<file path="src/rtl/sysu_key_pkg.sv">
// Shared types and constants for the key event decoder.
package sysu_key_pkg;

    typedef enum logic [1:0] {
        IDLE    = 2'd0,
        PRESSED = 2'd1,
        LONG    = 2'd2
    } key_state_e;

    localparam int CNT_W  = 16;
    localparam int CNT_W1 = CNT_W + 1;

    localparam int DEF_TICK_DIV     = 100000;
    localparam int DEF_LONG_TICKS   = 1000;
    localparam int DEF_REPEAT_TICKS = 200;
    localparam bit DEF_ACTIVE_LOW   = 1'b1;

    function automatic logic [CNT_W-1:0] sat_inc(input logic [CNT_W-1:0] v);
        return (v == '1) ? v : v + CNT_W'(1);
    endfunction

endpackage

</file>
<file path="src/rtl/sysu_tick_gen.sv">
// Hold-time prescaler: one-cycle tick every DIV cycles, restartable by clr.
module sysu_tick_gen #(
    parameter int DIV = 100000
) (
    input  logic clk100Mhz,
    input  logic rst,
    input  logic clr,
    output logic tick
);
    localparam int            W    = (DIV > 1) ? $clog2(DIV) : 1;
    localparam logic [W-1:0]  LAST = W'(DIV - 1);

    logic [W-1:0] cnt_q, cnt_d;

    always_comb begin
        cnt_d = cnt_q + W'(1);
        if (clr || (cnt_q == LAST)) begin
            cnt_d = '0;
        end
    end

    always_ff @(posedge clk100Mhz) begin
        if (rst) begin
            cnt_q <= '0;
        end else begin
            cnt_q <= cnt_d;
        end
    end

    // A restart in the same cycle suppresses the terminal tick.
    assign tick = (cnt_q == LAST) && !clr;

endmodule

</file>
<file path="src/rtl/sysu_key_event.sv">
// Turns the debounced key level into press/release/long/repeat pulses,
// a held flag and a wrapping press counter.
//   state   | meaning
//   IDLE    | key released, waiting for a press edge
//   PRESSED | key down, counting ticks towards long-press
//   LONG    | long-press reached, emitting auto-repeat pulses
module sysu_key_event
    import sysu_key_pkg::*;
#(
    parameter int TICK_DIV     = DEF_TICK_DIV,
    parameter int LONG_TICKS   = DEF_LONG_TICKS,
    parameter int REPEAT_TICKS = DEF_REPEAT_TICKS,
    parameter bit ACTIVE_LOW   = DEF_ACTIVE_LOW
) (
    input  logic       clk100Mhz,
    input  logic       rst,
    input  logic       button_in,
    output logic       press_pulse,
    output logic       release_pulse,
    output logic       long_pulse,
    output logic       repeat_pulse,
    output logic       key_held,
    output logic [7:0] press_count
);
    localparam logic [CNT_W1-1:0] LONG_CMP = CNT_W1'(LONG_TICKS);
    localparam logic [CNT_W1-1:0] RPT_CMP  = CNT_W1'(REPEAT_TICKS);

    logic btn_pressed;
    logic sync1_q, sync2_q, edge_q;
    logic rise, fall, tick;

    key_state_e state_q, state_d;
    logic [CNT_W-1:0]  hold_q, hold_d, rpt_q, rpt_d;
    logic [CNT_W1-1:0] hold_inc, rpt_inc;
    logic [7:0]        cnt_q, cnt_d;
    logic press_q, press_d, release_q, release_d;
    logic long_q, long_d, repeat_q, repeat_d;
    logic long_hit, rpt_hit;

    assign btn_pressed = ACTIVE_LOW ? ~button_in : button_in;

    always_ff @(posedge clk100Mhz) begin
        if (rst) begin
            sync1_q <= 1'b0;
            sync2_q <= 1'b0;
            edge_q  <= 1'b0;
        end else begin
            sync1_q <= btn_pressed;
            sync2_q <= sync1_q;
            edge_q  <= sync2_q;
        end
    end

    assign rise = sync2_q & ~edge_q;
    assign fall = ~sync2_q & edge_q;

    sysu_tick_gen #(.DIV(TICK_DIV)) u_tick (
        .clk100Mhz (clk100Mhz),
        .rst       (rst),
        .clr       (rise),
        .tick      (tick)
    );

    assign hold_inc = {1'b0, hold_q} + CNT_W1'(1);
    assign rpt_inc  = {1'b0, rpt_q} + CNT_W1'(1);
    assign long_hit = tick && (hold_inc == LONG_CMP);
    assign rpt_hit  = tick && (rpt_inc == RPT_CMP);

    always_ff @(posedge clk100Mhz) begin
        if (rst) begin
            state_q <= IDLE;
        end else begin
            state_q <= state_d;
        end
    end

    // Release edge outranks a coincident tick in every held state.
    always_comb begin
        state_d = state_q;
        unique case (state_q)
            IDLE:    if (rise) state_d = PRESSED;
            PRESSED: begin
                if (fall) begin
                    state_d = IDLE;
                end else if (long_hit) begin
                    state_d = LONG;
                end
            end
            LONG:    if (fall) state_d = IDLE;
            default: state_d = IDLE;
        endcase
    end

    always_comb begin
        press_d   = 1'b0;
        release_d = 1'b0;
        long_d    = 1'b0;
        repeat_d  = 1'b0;
        cnt_d     = cnt_q;
        hold_d    = hold_q;
        rpt_d     = rpt_q;
        if ((state_q != IDLE) && tick) begin
            hold_d = sat_inc(hold_q);
        end
        unique case (state_q)
            IDLE: begin
                if (rise) begin
                    press_d = 1'b1;
                    cnt_d   = cnt_q + 8'd1;
                    hold_d  = '0;
                end
            end
            PRESSED: begin
                if (fall) begin
                    release_d = 1'b1;
                end else if (long_hit) begin
                    long_d = 1'b1;
                    rpt_d  = '0;
                end
            end
            LONG: begin
                if (fall) begin
                    release_d = 1'b1;
                end else if (rpt_hit) begin
                    repeat_d = 1'b1;
                    rpt_d    = '0;
                end else if (tick) begin
                    rpt_d = rpt_inc[CNT_W-1:0];
                end
            end
            default: ;
        endcase
    end

    always_ff @(posedge clk100Mhz) begin
        if (rst) begin
            press_q   <= 1'b0;
            release_q <= 1'b0;
            long_q    <= 1'b0;
            repeat_q  <= 1'b0;
            cnt_q     <= '0;
            hold_q    <= '0;
            rpt_q     <= '0;
        end else begin
            press_q   <= press_d;
            release_q <= release_d;
            long_q    <= long_d;
            repeat_q  <= repeat_d;
            cnt_q     <= cnt_d;
            hold_q    <= hold_d;
            rpt_q     <= rpt_d;
        end
    end

    assign press_pulse   = press_q;
    assign release_pulse = release_q;
    assign long_pulse    = long_q;
    assign repeat_pulse  = repeat_q;
    assign key_held      = edge_q;
    assign press_count   = cnt_q;

endmodule
</file>
<file path="config.mk">
export PLATFORM = sky130hd
export DESIGN_NAME = sysu_key_event
export DESIGN_NICKNAME = d
export VERILOG_FILES = /design/src/rtl/sysu_key_pkg.sv /design/src/rtl/sysu_tick_gen.sv /design/src/rtl/sysu_key_event.sv
export SDC_FILE = /design/constraint.sdc
export NUM_CORES = 1
export LEC_CHECK = 0
export ABC_AREA = 1
export CORE_UTILIZATION = 35
export DETAILED_ROUTE_END_ITERATION = 8
export PLACE_DENSITY = 0.63
export SLEW_MARGIN = 20
export SYNTH_ARGS = -nofsm -noshare
export SYNTH_HDL_FRONTEND = slang
export SYNTH_SLANG_ARGS = --single-unit
</file>
<file path="constraint.sdc">
create_clock -name clk100Mhz -period 2.3 [get_ports clk100Mhz]
set_input_delay 0.46 -clock clk100Mhz [delete_from_list [all_inputs] [get_ports clk100Mhz]]
set_output_delay 0.46 -clock clk100Mhz [all_outputs]
set_load 0.02 [all_outputs]
</file>
==> run_results.csv <==
group,metric,value,unit
logic_synthesis,ys_seq_area_share,34.9,%
power,leakage,1.58,nW
logic_synthesis,synthTopCellsByArea,"dfxtp_1 (35%), nand2_1 (12%), nor2_1 (9.0%)",
setup_path,r2r_end,"rpt_q[14]$_SDFFE_PP0P_",
timing,slew_headroom,71.0,%
logic_synthesis,ys.flop_type,"dfxtp_1",
timing,hold_violations,0,
placed_design,dp_slack,138,ps
timing,finalCriticalPeriod,2090,ps
setup_path,cp_top_family,"simple AND/OR/NAND/NOR gates",
logic_synthesis,netlist_area,3780,um2
timing,drv_slew,0,
drt,drt_iter0_markers,239,
clock_tree,hold_buffers,0,
setup_path,path_max_fanout,16,
setup_path,cp-end-kind,"flip-flop",
logic_synthesis,synth_edf_count,0,
drt,routed_wl,8.72,mm
cells_and_area,stdcell_count,743,
logic_synthesis,avgSynthCellArea,6.59,um2
placed_design,dp_hpwl,6.56,mm
global_routing,grt_remaining_overflow,0,
setup_path,critPathMaxStageDelay,360,ps
logic_synthesis,synthCells,574,
clock_tree,insertion_delay,350,ps
cells_and_area,multi_input_area,2120,um2
hold_path,hold_path.class,"flip-flop to flip-flop",
setup_path,cp_cell_sequence,"ha_2 > nand3_2 > inv_2 > nand2_2 > nor2_4 > nand2_1 > nand2_1 > nand2_1 > nor2_1 > nand3_2 > nand2_4 > nand2_4 > o21ai_0 > nor2_1",
drt,route.antenna.remaining_nets,0,
floorplan,initial_utilization,36.3,%
floorplan,die_w,106,um
drt,drc,0,
global_routing,grt_pass1_vias,3306,
logic_synthesis,yosys.cell_types.count,34,
setup_path,rr_startpoint,"hold_q[1]$_SDFF_PP0_",
logic_synthesis,yosysTopAreaCell,"dfxtp_1",
drt,vias,3674,
floorplan,core.rowCount,37,
logic_synthesis,async_reset_ff_share,0,%
setup_path,startpoint_type,"flip-flop",
cells_and_area,diodes,0,
setup_path,arrival,2330,ps
global_routing,grt_pass1_wl,14.6,mm
global_routing,grt_max_degree,23,
floorplan,die_h,106,um
power,peakVddDrop,345,uV
cells_and_area,area.sequential,1320,um2
timing,fin_crit_sh,90.9,%
cells_and_area,fin_nets,613,
placed_design,placedCellCount,723,
drt,dr.pass1.iters,4,
cells_and_area,fillCellCount,1086,
clock_tree,h-tree-depth,3,
timing,fmax,478,MHz
timing,setup_viol,0,
clock_tree,clkSlewWorstSetupHoldPaths,80,ps
run,cap_violations,0,
clock_tree,cts_made_buffers,9,
power,p_per_area,580,nW/um2
setup_path,path_common_cell,"nand2_1",
global_routing,grtUsageTotal,16.2,%
clock_tree,cts_sinks,66,
hold_path,hp-start,"sync1_q$_SDFF_PP0_",
placed_design,io_buffer_count,15,
setup_path,reg2reg_depth,14,
drt,viasPerCell,4.94,
floorplan,core_area,10400,um2
setup_path,r2r_slack,210,ps
floorplan,die_area,11200,um2
global_routing,antenna_found_initial,0,
cells_and_area,areaGrowthSynthToFinish,16.1,%
setup_path,path_class,"flip-flop to flip-flop",
setup_path,crit_buf_inv,1,
logic_synthesis,ys_seq_elements,66,
clock_tree,clockBufferDepth,2,
clock_tree,root_buffer,"clkbuf_8",
setup_path,crit_required,2540,ps
logic_synthesis,yosysTopAreaCellShare,34.9,%
hold_path,min_to,"sync2_q$_SDFF_PP0_",
hold_path,hold_path_depth,2,
placed_design,gp_congestion,0.902,
timing,worst_slew_pin_slew,436,ps
run_status,status,"completed",
logic_synthesis,yosysMostFrequentCell,"nand2_1",
setup_path,crit_path_top_delay_cell,"dfxtp_2",
logic_synthesis,yosys_warnings,0,
timing,layout_setup_ws,210,ps
timing,finClkSkew,11.6,ps
floorplan,ios,16,
cells_and_area,drive_above_1_share,9.39,%
clock_tree,cts_tree,"yes",
logic_synthesis,syn_nets,585,
logic_synthesis,netlist_top_cells_count,"nand2_1 (124), nor2_1 (91), inv_1 (78), dfxtp_1 (66), nand3_1 (47)",
drt,post_drt_wl_per_cell,11.7,um
[worst max-delay path by stage]
stage,startpoint,to,slack [ps],cells after the start
6_report,hold_q[1]$_SDFF_PP0_,rpt_q[14]$_SDFFE_PP0P_,210,14
5_1_grt,u_tick.cnt_q[0]$_SDFF_PP0_,rpt_q[14]$_SDFFE_PP0P_,-2,12
4_1_cts,hold_q[1]$_SDFF_PP0_,rpt_q[14]$_SDFFE_PP0P_,80,14
3_5_place_dp,hold_q[1]$_SDFF_PP0_,rpt_q[14]$_SDFFE_PP0P_,140,14
3_3_place_gp,hold_q[1]$_SDFF_PP0_,rpt_q[14]$_SDFFE_PP0P_,220,12
2_1_floorplan,hold_q[0]$_SDFF_PP0_,rpt_q[7]$_SDFFE_PP0P_,370,15
[cell usage in the layout (no fill, tap or decap), drive strengths merged]
| cell type | n |
|---|---|
| a211oi | 11 |
| a21oi | 41 |
| a221oi | 2 |
| a22oi | 1 |
| a31o | 1 |
| a31oi | 1 |
| and2 | 1 |
| buf | 15 |
| bufinv | 1 |
| clkbuf | 9 |
| clkdlybuf4s50 | 15 |
| clkinv | 4 |
| clkinvlp | 1 |
| dfxtp | 66 |
| ha | 8 |
| inv | 80 |
| nand2 | 127 |
| nand3 | 50 |
| nand3b | 2 |
| nand4 | 21 |
| nor2 | 97 |
| nor3 | 18 |
| nor3b | 2 |
| nor4 | 3 |
| o21a | 3 |
| o21ai | 14 |
| or2 | 1 |
| xor2 | 12 |
[kinds of logic (layout without fill, tap and decap cells)]
logic type	count (synthesis)	after routing	synth area share [%]
compound gates	74	74	11.5
fa+ha+maj	8	8	2.65
buf+inv	92	125	9.76
xor+xnor	12	12	2.78
simple gates	322	322	38.4
flops	66	66	34.9
[where the power goes]
part / total (mW) / internal, mW / switching [mW] / leakage (nW)
clock: 0.994 / 0.507 / 0.487 / 0.0998
combinational: 0.366 / 0.135 / 0.231 / 0.948
sequential: 1.19 / 1.17 / 0.0196 / 0.534
total: 2.55 / 1.81 / 0.737 / 1.58
[worst reg2reg max path, delay by kind of cell, from the launching register on]
kind | cells | cell delay [ps]
AND/OR/NAND/NOR | 11 | 1110
flip-flops | 1 | 360
adder cells (fa/ha/maj) | 1 | 230
AO/OA/AOI/OAI | 1 | 190
buffers and inverters | 1 | 100
[sequential cells by signal, summed over array words and instances, names as in the netlist]
register,flops
long_pulse,1
repeat_pulse,1
hold_q,16
sync2_q,1
u_tick.cnt_q,17
key_held,1
press_count,8
rpt_q,16
press_pulse,1
sync1_q,1
state_q,2
release_pulse,1
[routing by layer]
metal / share of wire (%) / up-vias / wire, um / track usage [%]
li1: - / 1921 / - / -
met1: 48 / 1647 / 4220 / 21.4
met2: 44 / 86 / 3820 / 25.2
met3: 5.1 / 20 / 448 / 3.86
met4: 2.6 / 0 / 228 / 6.75
met5: 0 / - / 0 / 0
[per-stage QoR]
step | power, mW | TNS, ps | hold slack, ps | util, % | cell area [um2]
detailed placement | 1.53 | 0 | 398 | 39.5 | 4110
CTS | 2.53 | 0 | 411 | 41.4 | 4310
finish | 2.55 | 0 | 407 | 42.2 | 4390
global route | 2.68 | -3.75 | 434 | 42.2 | 4390
floorplan | 1.47 | 0 | 388 | - | 3780
global placement | 1.53 | 0 | 394 | 39.5 | 4110
[area by class of cell]
| class | count | area share [%] |
|---|---|---|
| inverter | 79 | 6.75 |
| tap | 136 | 3.88 |
| timing repair buffer | 30 | 6.36 |
| clock buffer | 9 | 2.82 |
| multi-input combinational | 416 | 48.3 |
| sequential | 66 | 30.1 |
| clock inverter | 7 | 1.77 |
[timing repair]
action                                  4_1_cts  5_1_grt
endpoints found under the hold margin         0        0
setup buffers                                 0        4
endpoints found under the setup margin        0       18
gates resized for setup                       0        8
(Power assumes the default switching activity.)
